### src/rtl/serial_adder_pkg.sv
// Shared types and elaboration-time helpers for the multi-cycle serial adder/subtractor.
package serial_adder_pkg;

  typedef enum logic [1:0] {
    IDLE = 2'd0,
    CALC = 2'd1,
    HOLD = 2'd2
  } state_t;

  function automatic int num_slices(input int width, input int bpc);
    return width / bpc;
  endfunction

  function automatic int count_width(input int width, input int bpc);
    return $clog2((width / bpc) + 1);
  endfunction

endpackage

### src/rtl/adder_slice.sv
// Combinational BITS-wide ripple full adder; also exposes the carry into its MSB.
module adder_slice #(
  parameter int BITS = 1
) (
  input  logic [BITS-1:0] a,
  input  logic [BITS-1:0] b,
  input  logic            cin,
  output logic [BITS-1:0] s,
  output logic            cout,
  output logic            cmsb
);

  logic [BITS:0] c;

  assign c[0] = cin;

  for (genvar gi = 0; gi < BITS; gi++) begin : g_bit
    assign s[gi]    = a[gi] ^ b[gi] ^ c[gi];
    assign c[gi+1]  = (a[gi] & b[gi]) | (a[gi] & c[gi]) | (b[gi] & c[gi]);
  end

  assign cout = c[BITS];
  assign cmsb = c[BITS-1];

endmodule

### src/rtl/serial_adder.sv
// Handshaked serial adder/subtractor, BITS_PER_CYC bits per CALC cycle.
// Optional build macro SERIAL_ADDER_SAT_EN clamps sum on unsigned carry/borrow.
import serial_adder_pkg::*;

module serial_adder #(
  parameter int WIDTH        = 8,
  parameter int BITS_PER_CYC = 1
) (
  input  logic             clk,
  input  logic             rst_n,
  input  logic             ena,
  input  logic             in_valid,
  output logic             in_ready,
  input  logic [WIDTH-1:0] a,
  input  logic [WIDTH-1:0] b,
  input  logic             sub,
  output logic             out_valid,
  input  logic             out_ready,
  output logic [WIDTH-1:0] sum,
  output logic             carry_out,
  output logic             overflow
);

  localparam int N  = num_slices(WIDTH, BITS_PER_CYC);
  localparam int CW = count_width(WIDTH, BITS_PER_CYC);

  if (WIDTH < 2 || WIDTH > 32 || BITS_PER_CYC < 1 || (WIDTH % BITS_PER_CYC) != 0) begin : g_param_check
    $error("serial_adder: WIDTH must be 2..32 and divisible by BITS_PER_CYC");
  end

  state_t                  state_reg;
  logic [WIDTH-1:0]        a_reg;
  logic [WIDTH-1:0]        b_reg;
  logic [WIDTH-1:0]        res_reg;
  logic                    carry_reg;
  logic [CW-1:0]           count_reg;

  logic [BITS_PER_CYC-1:0] slice_s;
  logic                    slice_cout;
  logic                    slice_cmsb;
  logic [WIDTH-1:0]        res_shift;
  logic [WIDTH-1:0]        final_sum;
  logic                    last_slice;

  adder_slice #(.BITS(BITS_PER_CYC)) u_slice (
    .a    (a_reg[BITS_PER_CYC-1:0]),
    .b    (b_reg[BITS_PER_CYC-1:0]),
    .cin  (carry_reg),
    .s    (slice_s),
    .cout (slice_cout),
    .cmsb (slice_cmsb)
  );

  // Result fills from the top so the first (least significant) slice ends up at bit 0.
  assign res_shift  = (WIDTH'(slice_s) << (WIDTH - BITS_PER_CYC)) | (res_reg >> BITS_PER_CYC);
  assign last_slice = (count_reg == CW'(N - 1));
  assign in_ready   = (state_reg == IDLE) && ena;

`ifdef SERIAL_ADDER_SAT_EN
  logic sub_reg;

  always_comb begin
    final_sum = res_shift;
    if (!sub_reg && slice_cout) begin
      final_sum = '1;
    end else if (sub_reg && !slice_cout) begin
      final_sum = '0;
    end
  end

  always_ff @(posedge clk or negedge rst_n) begin
    if (!rst_n) begin
      sub_reg <= 1'b0;
    end else if (ena && in_valid && state_reg == IDLE) begin
      sub_reg <= sub;
    end
  end
`else
  assign final_sum = res_shift;
`endif

  always_ff @(posedge clk or negedge rst_n) begin
    if (!rst_n) begin
      state_reg <= IDLE;
      a_reg     <= '0;
      b_reg     <= '0;
      res_reg   <= '0;
      carry_reg <= 1'b0;
      count_reg <= '0;
      sum       <= '0;
      carry_out <= 1'b0;
      overflow  <= 1'b0;
      out_valid <= 1'b0;
    end else if (ena) begin
      case (state_reg)
        IDLE: begin
          if (in_valid) begin
            a_reg     <= a;
            b_reg     <= b ^ {WIDTH{sub}};
            carry_reg <= sub;
            count_reg <= '0;
            state_reg <= CALC;
          end
        end
        CALC: begin
          res_reg   <= res_shift;
          a_reg     <= a_reg >> BITS_PER_CYC;
          b_reg     <= b_reg >> BITS_PER_CYC;
          carry_reg <= slice_cout;
          count_reg <= count_reg + 1'b1;
          if (last_slice) begin
            sum       <= final_sum;
            carry_out <= slice_cout;
            overflow  <= slice_cmsb ^ slice_cout;
            out_valid <= 1'b1;
            state_reg <= HOLD;
          end
        end
        HOLD: begin
          if (out_ready) begin
            out_valid <= 1'b0;
            state_reg <= IDLE;
          end
        end
        default: state_reg <= IDLE;
      endcase
    end
  end

endmodule

### config.mk
export PLATFORM = sky130hd
export DESIGN_NAME = serial_adder
export DESIGN_NICKNAME = d
export VERILOG_FILES = /design/src/rtl/serial_adder_pkg.sv /design/src/rtl/adder_slice.sv /design/src/rtl/serial_adder.sv
export SDC_FILE = /design/constraint.sdc
export NUM_CORES = 1
export LEC_CHECK = 0
export ABC_CLOCK_PERIOD_IN_PS = 4600
export CORE_MARGIN = 2
export CORE_UTILIZATION = 25
export CTS_CLUSTER_DIAMETER = 30
export CTS_CLUSTER_SIZE = 30
export DETAILED_ROUTE_END_ITERATION = 7
export GPL_ROUTABILITY_DRIVEN = 0
export SYNTH_ARGS = -nofsm -noshare
export SYNTH_HDL_FRONTEND = slang
export SYNTH_SLANG_ARGS = --single-unit
### constraint.sdc
create_clock -name clk -period 4.6 [get_ports clk]
set_input_delay 0.92 -clock clk [delete_from_list [all_inputs] [get_ports clk]]
set_output_delay 0.92 -clock clk [all_outputs]
set_load 0.01 [all_outputs]
# Word level (Yosys, flattened, before mapping)
# Index checks and enable logic that the tools add are counted.
# totals
in_bits	22
output_inout_bits	12
wordCells	51
ff_bits	42
# op_classes
n_mux	15
bitwise	10
eq_ne	6
addsub	1
n_reduce_logical	9
# ops
op	n
case mux 8 bit (2 select lines)	2
2-to-1 mux 8 bit	2
bitwise OR 8 x 7 -> 8 bit	1
case mux 4 bit (2 select lines)	1
AND reduction 4 bit	2
bitwise XOR 8 bit	1
2-to-1 mux 2 bit	3
!= test 2 bit (second input constant)	3
case mux 2 bit (3 select lines)	1
AND reduction 3 bit	2
adder 4 x 1 -> 4 bit (second input constant)	1
== test 4 x 3 -> 1 bit (second input constant)	1
2-to-1 mux 4 bit	1
case mux 1 bit (2 select lines)	2
nonzero test 2 bit	2
bitwise AND 1 bit	3
2-to-1 mux 1 bit	3
bitwise XOR 1 bit	3
== test 2 x 1 -> 1 bit (second input constant)	1
== test 2 bit (second input constant)	1
zero test 2 bit	1
bitwise OR 1 bit	2
AND reduction 2 bit	1
logical AND 1 bit	1

# Logic depth before layout (Yosys ltp)
# Gate-level depths: netlist (run 1).
# depth
word_depth	4
mapped_depth	5

# By module
# Synthesis (run 1) repeated with hierarchy kept, for this count alone.
# unflattened
cells_unflattened	160
hier_area_um2	1919.3
# modules_own_cells
mod	instances	area_per_inst_um2	cells_per_inst	seq_area_each_um2
serial_adder	1	1891.8	158	1026.0
adder_slice	1	27.5	2	0.0

# Worst setup path after synthesis (run 1)
# OpenSTA, ideal clock, no wires.
# synth_timing
kind	input-to-output
start	in ena
end	out in_ready
stages	3
n_path_buf	1
required_time_ps	3680
arrival_time_ps	1346
setup_slack_ps	2334
cell_sequence	nand2b_1 > clkbuf_1 > nor2_1
# synth_via
elab_chain_len	1
# synth_rtl
element	line	text
from (decl)	serial_adder.sv:11	input logic ena,
logical AND 1 bit	serial_adder.sv:57	assign in_ready = (state_reg == IDLE) && ena;
to (decl)	serial_adder.sv:13	output logic in_ready,
# Every way passes these cells.

# Worst setup path after layout (run 1)
# Ends and elaborated chain as after synthesis.

==> reports/metrics.cfg, run 1 <==
[synth]
yosys.area_share.adder_pct=1.682
synth_warnings=0
yosysSeqAreaShare_pct=53.04
yosys.area.top_type=dfrtp_1
synthTopCellsByCount=41 x dfrtp_1, 31 x o21ai_0, 15 x mux2i_1
syn_inst=155
synth_cell_types=38
synthTopCellsByArea=dfrtp_1 53%, o21ai_0 8.0%, mux2i_1 7.8%
async_flop_share_pct=100.0
yosys.area_share.simple_pct=5.045
synthFlopType=dfrtp_1
synth_top_family_by_area=multiplexers
synth-compound-area-share_pct=12.87
yosys_register_bits=41
yosys.area_share.xor_xnor_pct=4.075
netlist_area_mm2=0.001934
synth_top_area_share_pct=53.04
synth_most_common_cell=dfrtp_1
synth.area.mux_share_pct=19.02
synth_edf_count=0
synth.avg_cell_area_um2=12.48
syn-num-nets=179

[clock_tree]
clkTransAtPathRegs_ns=0.08
post_cts_resized=0
hold_buffers=0
post_cts_buffers=0
clkLatencyLatePin_ns=0.29
htreeDepth=2
cts_sinks=41
cts_root_buf=clkbuf_8
cts_buffer_depth=2
cts_buffers=5
cts_tree=built

[route]
viasPerCell=4.443
drc=0
postRouteWirelength_mm=3.672
wire_per_inst_um=12.71
drt-pass1-iter-count=4
ant_nets=0
drt_iter0_drc=75
vias=1284

[power]
p_sw_mw=0.4138
intPower_mw=0.8687
pwr-share-seq_pct=46.4
p_sw_share_pct=32.27
clkPwrFrac_pct=17.9
total_leakage_power_nw=1.085
p_total_mw=1.283
p_per_area_mw_per_mm2=532.2
irDropWorstVdd_uv=121.4
p_comb_share_pct=35.7

[placement]
hpwl_mm=2.494
portBuffers=33

[critical_path]
rr_worst_depth=3
startpoint_type=input port
worstPathMaxFanout=23
reg2reg_slack_ns=2.24
path_class=in2out
critPathCaptureType=output port
worstPathArrival_ns=2.46
crit_required_ns=3.68

[global_routing]
grt_pass1_wl_mm=6.196
met3_usage_pct=2.794
grt_pass1_vias=1305
grtUsageTotal_pct=9.272
use_met2_pct=14.52
grt_max_degree=42
grt_overflow=0
met1_usage_pct=12.30
grt_antenna_before_repair=0
busiest_layer=met2

[min_path]
min_path_cells=1
hp-class=reg2reg

[final_layout]
n_antenna_cell=0
layout-drive-gt1-share_pct=15.51
nets=210
syn_to_final_growth_pct=24.58

[die]
start_util_pct=25.43
dieWidth_um=91.96
row_count=32
core-area_mm2=0.007607
die_area_mm2=0.008457
die_h_um=91.96
io_pins=34

[timing]
fin_skew_ns=0.003311
hold_viol=0
final.period_utilization_pct=73.58
rsz0062_at_grt=false
hold-worst-slack_ns=0.4878
tns_ns=0
worstMarginPinSlew_ns=1.135
max-slew-margin-rel_pct=23.96
clock.fmax_mhz=295.5
timing.final.crit_period_ns=3.385
finalSetupViolations=0
drv_slew=0

[run_status]
outcome=finished, final reports clean

[job]
cap_viol_max_count=0

==> cell families after synthesis <==
logic type,count (synthesis)
AO/OA/AOI/OAI,44
flip-flops,41
adder cells (fa/ha/maj),2
AND/OR/NAND/NOR,14
XOR/XNOR,9
buffers and inverters,13
multiplexers,32
==> metrics by stage <==
| stage | worst slack (ns) | area [um2] | std cells | util, % |
|---|---|---|---|---|
| final | 1.215 | 2410 | 289 | 31.68 |
| after global routing | 1.153 | 2410 | 289 | 31.68 |
| after CTS | 1.208 | 2410 | 289 | 31.68 |
| after detailed placement | 1.208 | 2323 | 281 | 30.54 |
| after global placement | 1.207 | 2323 | 281 | 30.54 |
| after floorplan | 2.334 | 1934 | 155 | - |
==> cells in the final DEF, fill, tap and decap left out, drive strengths merged, types with 2 or more instances in the layout <==
| cell type | instances |
|---|---|
| clkdlybuf4s50 | 32 |
| or4 | 2 |
| mux2 | 17 |
| mux2i | 15 |
| a22o | 2 |
| xor2 | 9 |
| buf | 2 |
| inv | 3 |
| dfrtp | 41 |
| clkinv | 2 |
| o21ai | 34 |
| nor2 | 2 |
| clkbuf | 5 |
| nand2 | 2 |
==> routing by layer <==
metal  part of all wire, %  wire [um]
met4                  0.90         33
met2                    44       1631
met3                   5.2        192
met1                    49       1815
met5                     0          0
==> layout make-up <==
cell class                 instances  area (um2)
fill                             805        5197
sequential                        41        1026
multi-input combinational        101       825.8
timing repair buffer              34       332.8
tap                              102       127.6
clock buffer                       5       68.82
clock inverter                     3       17.52
inverter                           3       11.26
==> power by group through the flow <==
stage	Combinational (mW)	Clock, mW	Sequential [mW]
global route	0.511	0.251	0.620
global placement	0.453	0	0.598
finish	0.458	0.229	0.595
floorplan	0.323	0	0.593
detailed placement	0.465	0	0.605
CTS	0.465	0.236	0.598
==> worst max-delay path: stages <==
cell	delay (ns)
clkdlybuf4s50_1	0.62
nand2b_1	0.09
buf_4	0.20
nor2_1	0.10
clkdlybuf4s50_1	0.53
==> worst paths after layout <==
| check | endpoint | from |
|---|---|---|
| setup / recovery | in_ready | ena |
| hold / removal | sum[1]$_DFFE_PN0P_ | sum[1]$_DFFE_PN0P_ |
| setup reg to reg | overflow$_DFFE_PN0P_ | state_reg[0]$_DFFE_PN0P_ |
| hold reg to reg | sum[1]$_DFFE_PN0P_ | sum[1]$_DFFE_PN0P_ |
| max in group asynchronous | b_reg[5]$_DFFE_PN0P_ | rst_n |
| min in group asynchronous | out_valid$_DFFE_PN0P_ | rst_n |
Note: power is estimated with default switching activity, not from simulation.
==> run 2: changes to the inputs <==
--- a/config.mk
+++ b/config.mk
@@ -5,7 +5,7 @@
 export SDC_FILE = /design/constraint.sdc
 export NUM_CORES = 1
 export LEC_CHECK = 0
-export ABC_CLOCK_PERIOD_IN_PS = 4600
+export ABC_CLOCK_PERIOD_IN_PS = 2900
 export CORE_MARGIN = 2
 export CORE_UTILIZATION = 25
 export CTS_CLUSTER_DIAMETER = 30
==> constraint.sdc (replaced) <==
create_clock -name clk -period 2.9 [get_ports clk]
set_input_delay 0.58 -clock clk [delete_from_list [all_inputs] [get_ports clk]]
set_output_delay 0.58 -clock clk [all_outputs]
set_load 0.01 [all_outputs]
==> reports/metrics.cfg, run 2 (same netlist as run 1, synthesis figures left out) <==
[power]
pwr-share-seq_pct=42.5  ; -3.9 points
p_sw_mw=0.6533  ; +58%
intPower_mw=1.560  ; +80%
p_sw_share_pct=29.52  ; -2.7 points
clkPwrFrac_pct=24.5  ; +6.6 points
total_leakage_power_nw=1.118  ; +3.1%
irDropWorstVdd_uv=309.9  ; +160%
p_comb_share_pct=33.0  ; -2.7 points
p_per_area_mw_per_mm2=895.1  ; +68%
p_total_mw=2.213  ; +73%

[run_status]
outcome=finished, final reports clean

[timing]
timing.final.crit_period_ns=2.391
tns_ns=0  ; unchanged
finalSetupViolations=0  ; unchanged
hold_viol=0  ; unchanged
fin_skew_ns=0.004556  ; +0.001245 ns
drv_slew=0  ; unchanged
rsz0062_at_grt=false
max-slew-margin-rel_pct=31.59  ; +7.6 points
final.period_utilization_pct=82.46
clock.fmax_mhz=418.2
hold-worst-slack_ns=0.4138  ; -0.07404 ns
worstMarginPinSlew_ns=1.022  ; -0.1130 ns

[die]
die_h_um=91.96  ; unchanged
dieWidth_um=91.96  ; unchanged
io_pins=34  ; unchanged
die_area_mm2=0.008457  ; unchanged
row_count=32  ; unchanged
core-area_mm2=0.007607  ; unchanged
start_util_pct=25.43  ; unchanged

[final_layout]
final_cell_mix=41 x dfrtp_1, 32 x clkdlybuf4s50_1, 31 x o21ai_0, 15 x mux2i_1
mostFrequentLayoutCell=dfrtp_1
final_area_mm2=0.002472  ; +2.6%
fillers=798  ; -0.87%
nets=212  ; +0.95%
layout-drive-gt1-share_pct=16.40  ; +0.89 points
syn_to_final_growth_pct=27.81
n_antenna_cell=0  ; unchanged

[critical_path]
path_class=in2reg
cpMaxStageDelayCell=nor2_1
crit_family=simple AND/OR/NAND/NOR gates
worstPathMaxFanout=20  ; -13%
startpoint_type=input port
cp_slowest_stage_delay_ns=0.78  ; +0.16 ns
worstPathArrival_ns=2.55  ; +0.09 ns
crit_required_ns=3.06  ; -0.62 ns
critPathCaptureType=flop
path_buf_inv=1  ; -2
path_cells=clkdlybuf4s50_1 > nor2_1 > or2_1 > o21ai_0

[route]
viasPerCell=4.402  ; -0.92%
drt_iter0_drc=58  ; -23%
postRouteWirelength_mm=3.519  ; -4.2%
wire_per_inst_um=12.09  ; -4.8%
vias=1281  ; -0.23%
ant_nets=0  ; unchanged
drt-pass1-iter-count=4  ; unchanged
drc=0  ; unchanged

[clock_tree]
clkTransAtPathRegs_ns=0.08  ; about the same
post_cts_resized=0  ; unchanged
cts_tree=built
hold_buffers=0  ; unchanged
post_cts_buffers=0  ; unchanged
htreeDepth=2  ; unchanged
cts_buffer_depth=2  ; unchanged
cts_root_buf=clkbuf_8
clkLatencyLatePin_ns=0.29  ; about the same
cts_buffers=5  ; unchanged
cts_sinks=41  ; unchanged

[global_routing]
grtUsageTotal_pct=9.297  ; +0.026 points
grt_antenna_before_repair=0  ; unchanged
grt_max_degree=42  ; unchanged
grt_pass1_vias=1218  ; -6.7%
grt_overflow=0  ; unchanged
grt_pass1_wl_mm=6.044  ; -2.5%

[min_path]
hp-class=in2async

[placement]
portBuffers=33  ; unchanged
hpwl_mm=2.393  ; -4.0%
placedInstanceArea_mm2=0.002338  ; +0.65%

[job]
cap_viol_max_count=0  ; unchanged

[run 2: cell types whose count changed in the layout (fill, tap and decap cells not counted)]
cell        delta
clkinvlp_4     -1
bufinv_16      +2
buf_4          +2
clkinv_2       -1
[run 2: worst register-to-register path: cells and delay by family, from the launching register on]
family          cells  cell delay, ns
compound gates      1            0.18
flops               1            0.46
simple gates        2            1.39
[run 2: power by group through the flow]
stage	Clock (mW)	Combinational (mW)	Sequential, mW
after floorplan	0	0.513	0.940
after global placement	0	0.727	0.950
after detailed placement	0	0.745	0.954
after CTS	0.560	0.745	0.943
after global routing	0.592	0.811	0.977
final	0.542	0.731	0.940
[run 2: area by class of cell]
class	count	area, um2	share of cell area, %
clock inverters	3	65.06	2.632
multi-input cells	101	825.8	33.40
repair buffers	36	347.8	14.07
flip-flops and latches	41	1026	41.50
well taps	102	127.6	5.162
clock buffers	5	68.82	2.783
inverters	3	11.26	0.4555
[run 2: final timing paths]
check	startpoint	to	slack, ns	cells past startpoint
max reg2reg	state_reg[0]$_DFFE_PN0P_	a_reg[0]$_DFFE_PN0P_	0.74	3
max in group asynchronous	rst_n	count_reg[0]$_DFFE_PN0P_	1.92	1
min	rst_n	sum[0]$_DFFE_PN0P_	0.41	1
max	in_valid	a_reg[0]$_DFFE_PN0P_	0.51	4
min in group clk	sum[1]$_DFFE_PN0P_	sum[1]$_DFFE_PN0P_	0.49	1
min reg2reg	sum[1]$_DFFE_PN0P_	sum[1]$_DFFE_PN0P_	0.49	1
[run 2: per-stage QoR]
step | util (%) | std cells | worst slack, ns
after global placement | 30.74 | 283 | 0.2004
after CTS | 32.50 | 291 | 0.4721
final | 32.50 | 291 | 0.5087
after floorplan | - | 155 | 1.314
after detailed placement | 30.74 | 283 | 0.1323
after global routing | 32.50 | 291 | 0.2533
[run 2: routing by layer]
| layer | global-route usage, % | share of wire, % |
|---|---|---|
| met1 | 12.18 | 49 |
| met2 | 13.73 | 45 |
| met3 | 3.944 | 5.0 |
| met4 | 3.358 | 0.74 |
| met5 | 0 | 0 |
==> run 3: changes to the inputs <==
--- a/config.mk
+++ b/config.mk
@@ -5,7 +5,7 @@
 export SDC_FILE = /design/constraint.sdc
 export NUM_CORES = 1
 export LEC_CHECK = 0
-export ABC_CLOCK_PERIOD_IN_PS = 2900
+export ABC_CLOCK_PERIOD_IN_PS = 2200
 export CORE_MARGIN = 2
 export CORE_UTILIZATION = 25
 export CTS_CLUSTER_DIAMETER = 30
==> constraint.sdc (replaced) <==
create_clock -name clk -period 2.2 [get_ports clk]
set_input_delay 0.44 -clock clk [delete_from_list [all_inputs] [get_ports clk]]
set_output_delay 0.44 -clock clk [all_outputs]
set_load 0.01 [all_outputs]
==> reports/metrics.cfg, run 3 (same netlist as run 1, synthesis figures left out) <==
[critical_path]
cpMaxStageDelayCell=clkdlybuf4s50_1
worstPathMaxFanout=2  ; -90%
crit_path_frequent_cell=clkdlybuf4s50_1
startpoint_type=input port
path_cells=clkdlybuf4s50_1 > nand2b_1 > nor2_1 > clkdlybuf4s50_1
path_buf_inv=2  ; +1
worstPathArrival_ns=1.63  ; -0.92 ns
crit_family=buffers and inverters
path_class=in2out
critPathCaptureType=output port
crit_required_ns=1.76  ; -1.30 ns
cp_slowest_stage_delay_ns=0.54  ; -0.24 ns

[clock_tree]
cts_root_buf=clkbuf_8
cts_buffer_depth=2  ; unchanged
post_cts_buffers=0  ; unchanged
hold_buffers=0  ; unchanged
cts_sinks=41  ; unchanged
cts_tree=built
clkTransAtPathRegs_ns=0.08  ; about the same
htreeDepth=2  ; unchanged
post_cts_resized=0  ; unchanged
clkLatencyLatePin_ns=0.29  ; about the same
cts_buffers=5  ; unchanged

[global_routing]
grtUsageTotal_pct=9.413  ; +0.12 points
grt_antenna_before_repair=0  ; unchanged
grt_max_degree=42  ; unchanged
met1_usage_pct=12.00  ; -0.18 points
met3_usage_pct=2.958  ; -0.99 points
grt_overflow=0  ; unchanged
use_met2_pct=15.26  ; +1.5 points
grt_pass1_wl_mm=6.244  ; +3.3%
grt_pass1_vias=1309  ; +7.5%
busiest_layer=met2

[timing]
rsz0062_at_grt=false
tns_ns=0  ; unchanged
worstMarginPinSlew_ns=0.5696  ; -0.4528 ns
hold-worst-slack_ns=0.1984  ; -0.2154 ns
final.period_utilization_pct=94.12
hold_viol=0  ; unchanged
clock.fmax_mhz=483.0
fin_skew_ns=0.003247  ; -0.001309 ns
max-slew-margin-rel_pct=61.89  ; +30 points
finalSetupViolations=0  ; unchanged
timing.final.crit_period_ns=2.071
drv_slew=0  ; unchanged
layout_setup_ws_ns=0.1294  ; -0.3793 ns

[die]
row_count=32  ; unchanged
die_area_mm2=0.008457  ; unchanged
die_h_um=91.96  ; unchanged
io_pins=34  ; unchanged
dieWidth_um=91.96  ; unchanged
core-area_mm2=0.007607  ; unchanged
start_util_pct=25.43  ; unchanged

[final_layout]
final_area_mm2=0.002455  ; -0.71%
syn_to_final_growth_pct=26.91
layout-drive-gt1-share_pct=18.13  ; +1.7 points
fillers=786  ; -1.5%
instances_no_fill=295  ; +1.4%
nets=216  ; +1.9%
mostFrequentLayoutCell=dfrtp_1
n_antenna_cell=0  ; unchanged
post-route-util_pct=32.27  ; -0.23 points
final_cell_mix=41 x dfrtp_1, 32 x clkdlybuf4s50_1, 31 x o21ai_0, 15 x mux2i_1

[placement]
dp_slack_ns=-0.01203  ; -0.1443 ns
placedInstanceArea_mm2=0.002369  ; +1.3%
hpwl_mm=2.533  ; +5.8%
placed_cells=287  ; +1.4%
portBuffers=33  ; unchanged

[power]
irDropWorstVdd_uv=289.0  ; -6.8%
p_per_area_mw_per_mm2=1102  ; +23%
total_leakage_power_nw=1.113  ; -0.41%
p_total_mw=2.705  ; +22%

[route]
postRouteWirelength_mm=3.677  ; +4.5%
ant_nets=0  ; unchanged
vias=1275  ; -0.47%
viasPerCell=4.322  ; -1.8%
drt_iter0_drc=90  ; +55%
drc=0  ; unchanged
drt-pass1-iter-count=4  ; unchanged
wire_per_inst_um=12.46  ; +3.1%

[job]
cap_viol_max_count=0  ; unchanged

[min_path]
hp-class=in2async

[run_status]
outcome=finished, final reports clean

-- run 3: cell count changes in the layout (fill, tap and decap cells not counted), sizes merged --
cell / change
buf: +4
bufinv: -2
clkinv: +1
clkinvlp: +1
-- run 3: metal layers --
metal | share of wire [%] | routed length (um)
met1 | 47 | 1745
met2 | 45 | 1658
met3 | 6.2 | 227
met4 | 1.2 | 45
met5 | 0 | 0
-- run 3: layout make-up --
cell class	instances	area (um2)	area share, %
flip-flops and latches	41	1026	41.79
multi-input cells	101	825.8	33.64
repair buffers	40	377.9	15.39
well taps	102	127.6	5.199
clock buffers	5	68.82	2.803
clock inverters	3	17.52	0.7136
inverters	3	11.26	0.4587
-- run 3: worst paths after layout --
check                                         startpoint                endpoint  slack, ns  depth (start not counted)
max in group asynchronous                          rst_n    a_reg[6]$_DFFE_PN0P_       1.62                          2
min in group clk                      sum[1]$_DFFE_PN0P_      sum[1]$_DFFE_PN0P_       0.49                          1
worst min register to register        sum[1]$_DFFE_PN0P_      sum[1]$_DFFE_PN0P_       0.49                          1
worst max register to register  state_reg[0]$_DFFE_PN0P_    b_reg[4]$_DFFE_PN0P_       0.43                          4
worst max-delay path                                 ena                in_ready       0.13                          4
worst min-delay path                               rst_n  res_reg[1]$_DFFE_PN0P_       0.20                          2
-- run 3: worst register-to-register path: cells and delay by family (launching register included) --
family | cells | cell delay [ns]
AO/OA/AOI/OAI | 1 | 0.09
flip-flops | 1 | 0.46
buffers and inverters | 1 | 0.22
AND/OR/NAND/NOR | 2 | 0.89
-- run 3: power breakdown --
part / switching, mW / internal, mW
Sequential: 0.185 / 1.05
Clock: 0.266 / 0.219
Combinational: 0.419 / 0.563
Total: 0.870 / 1.84
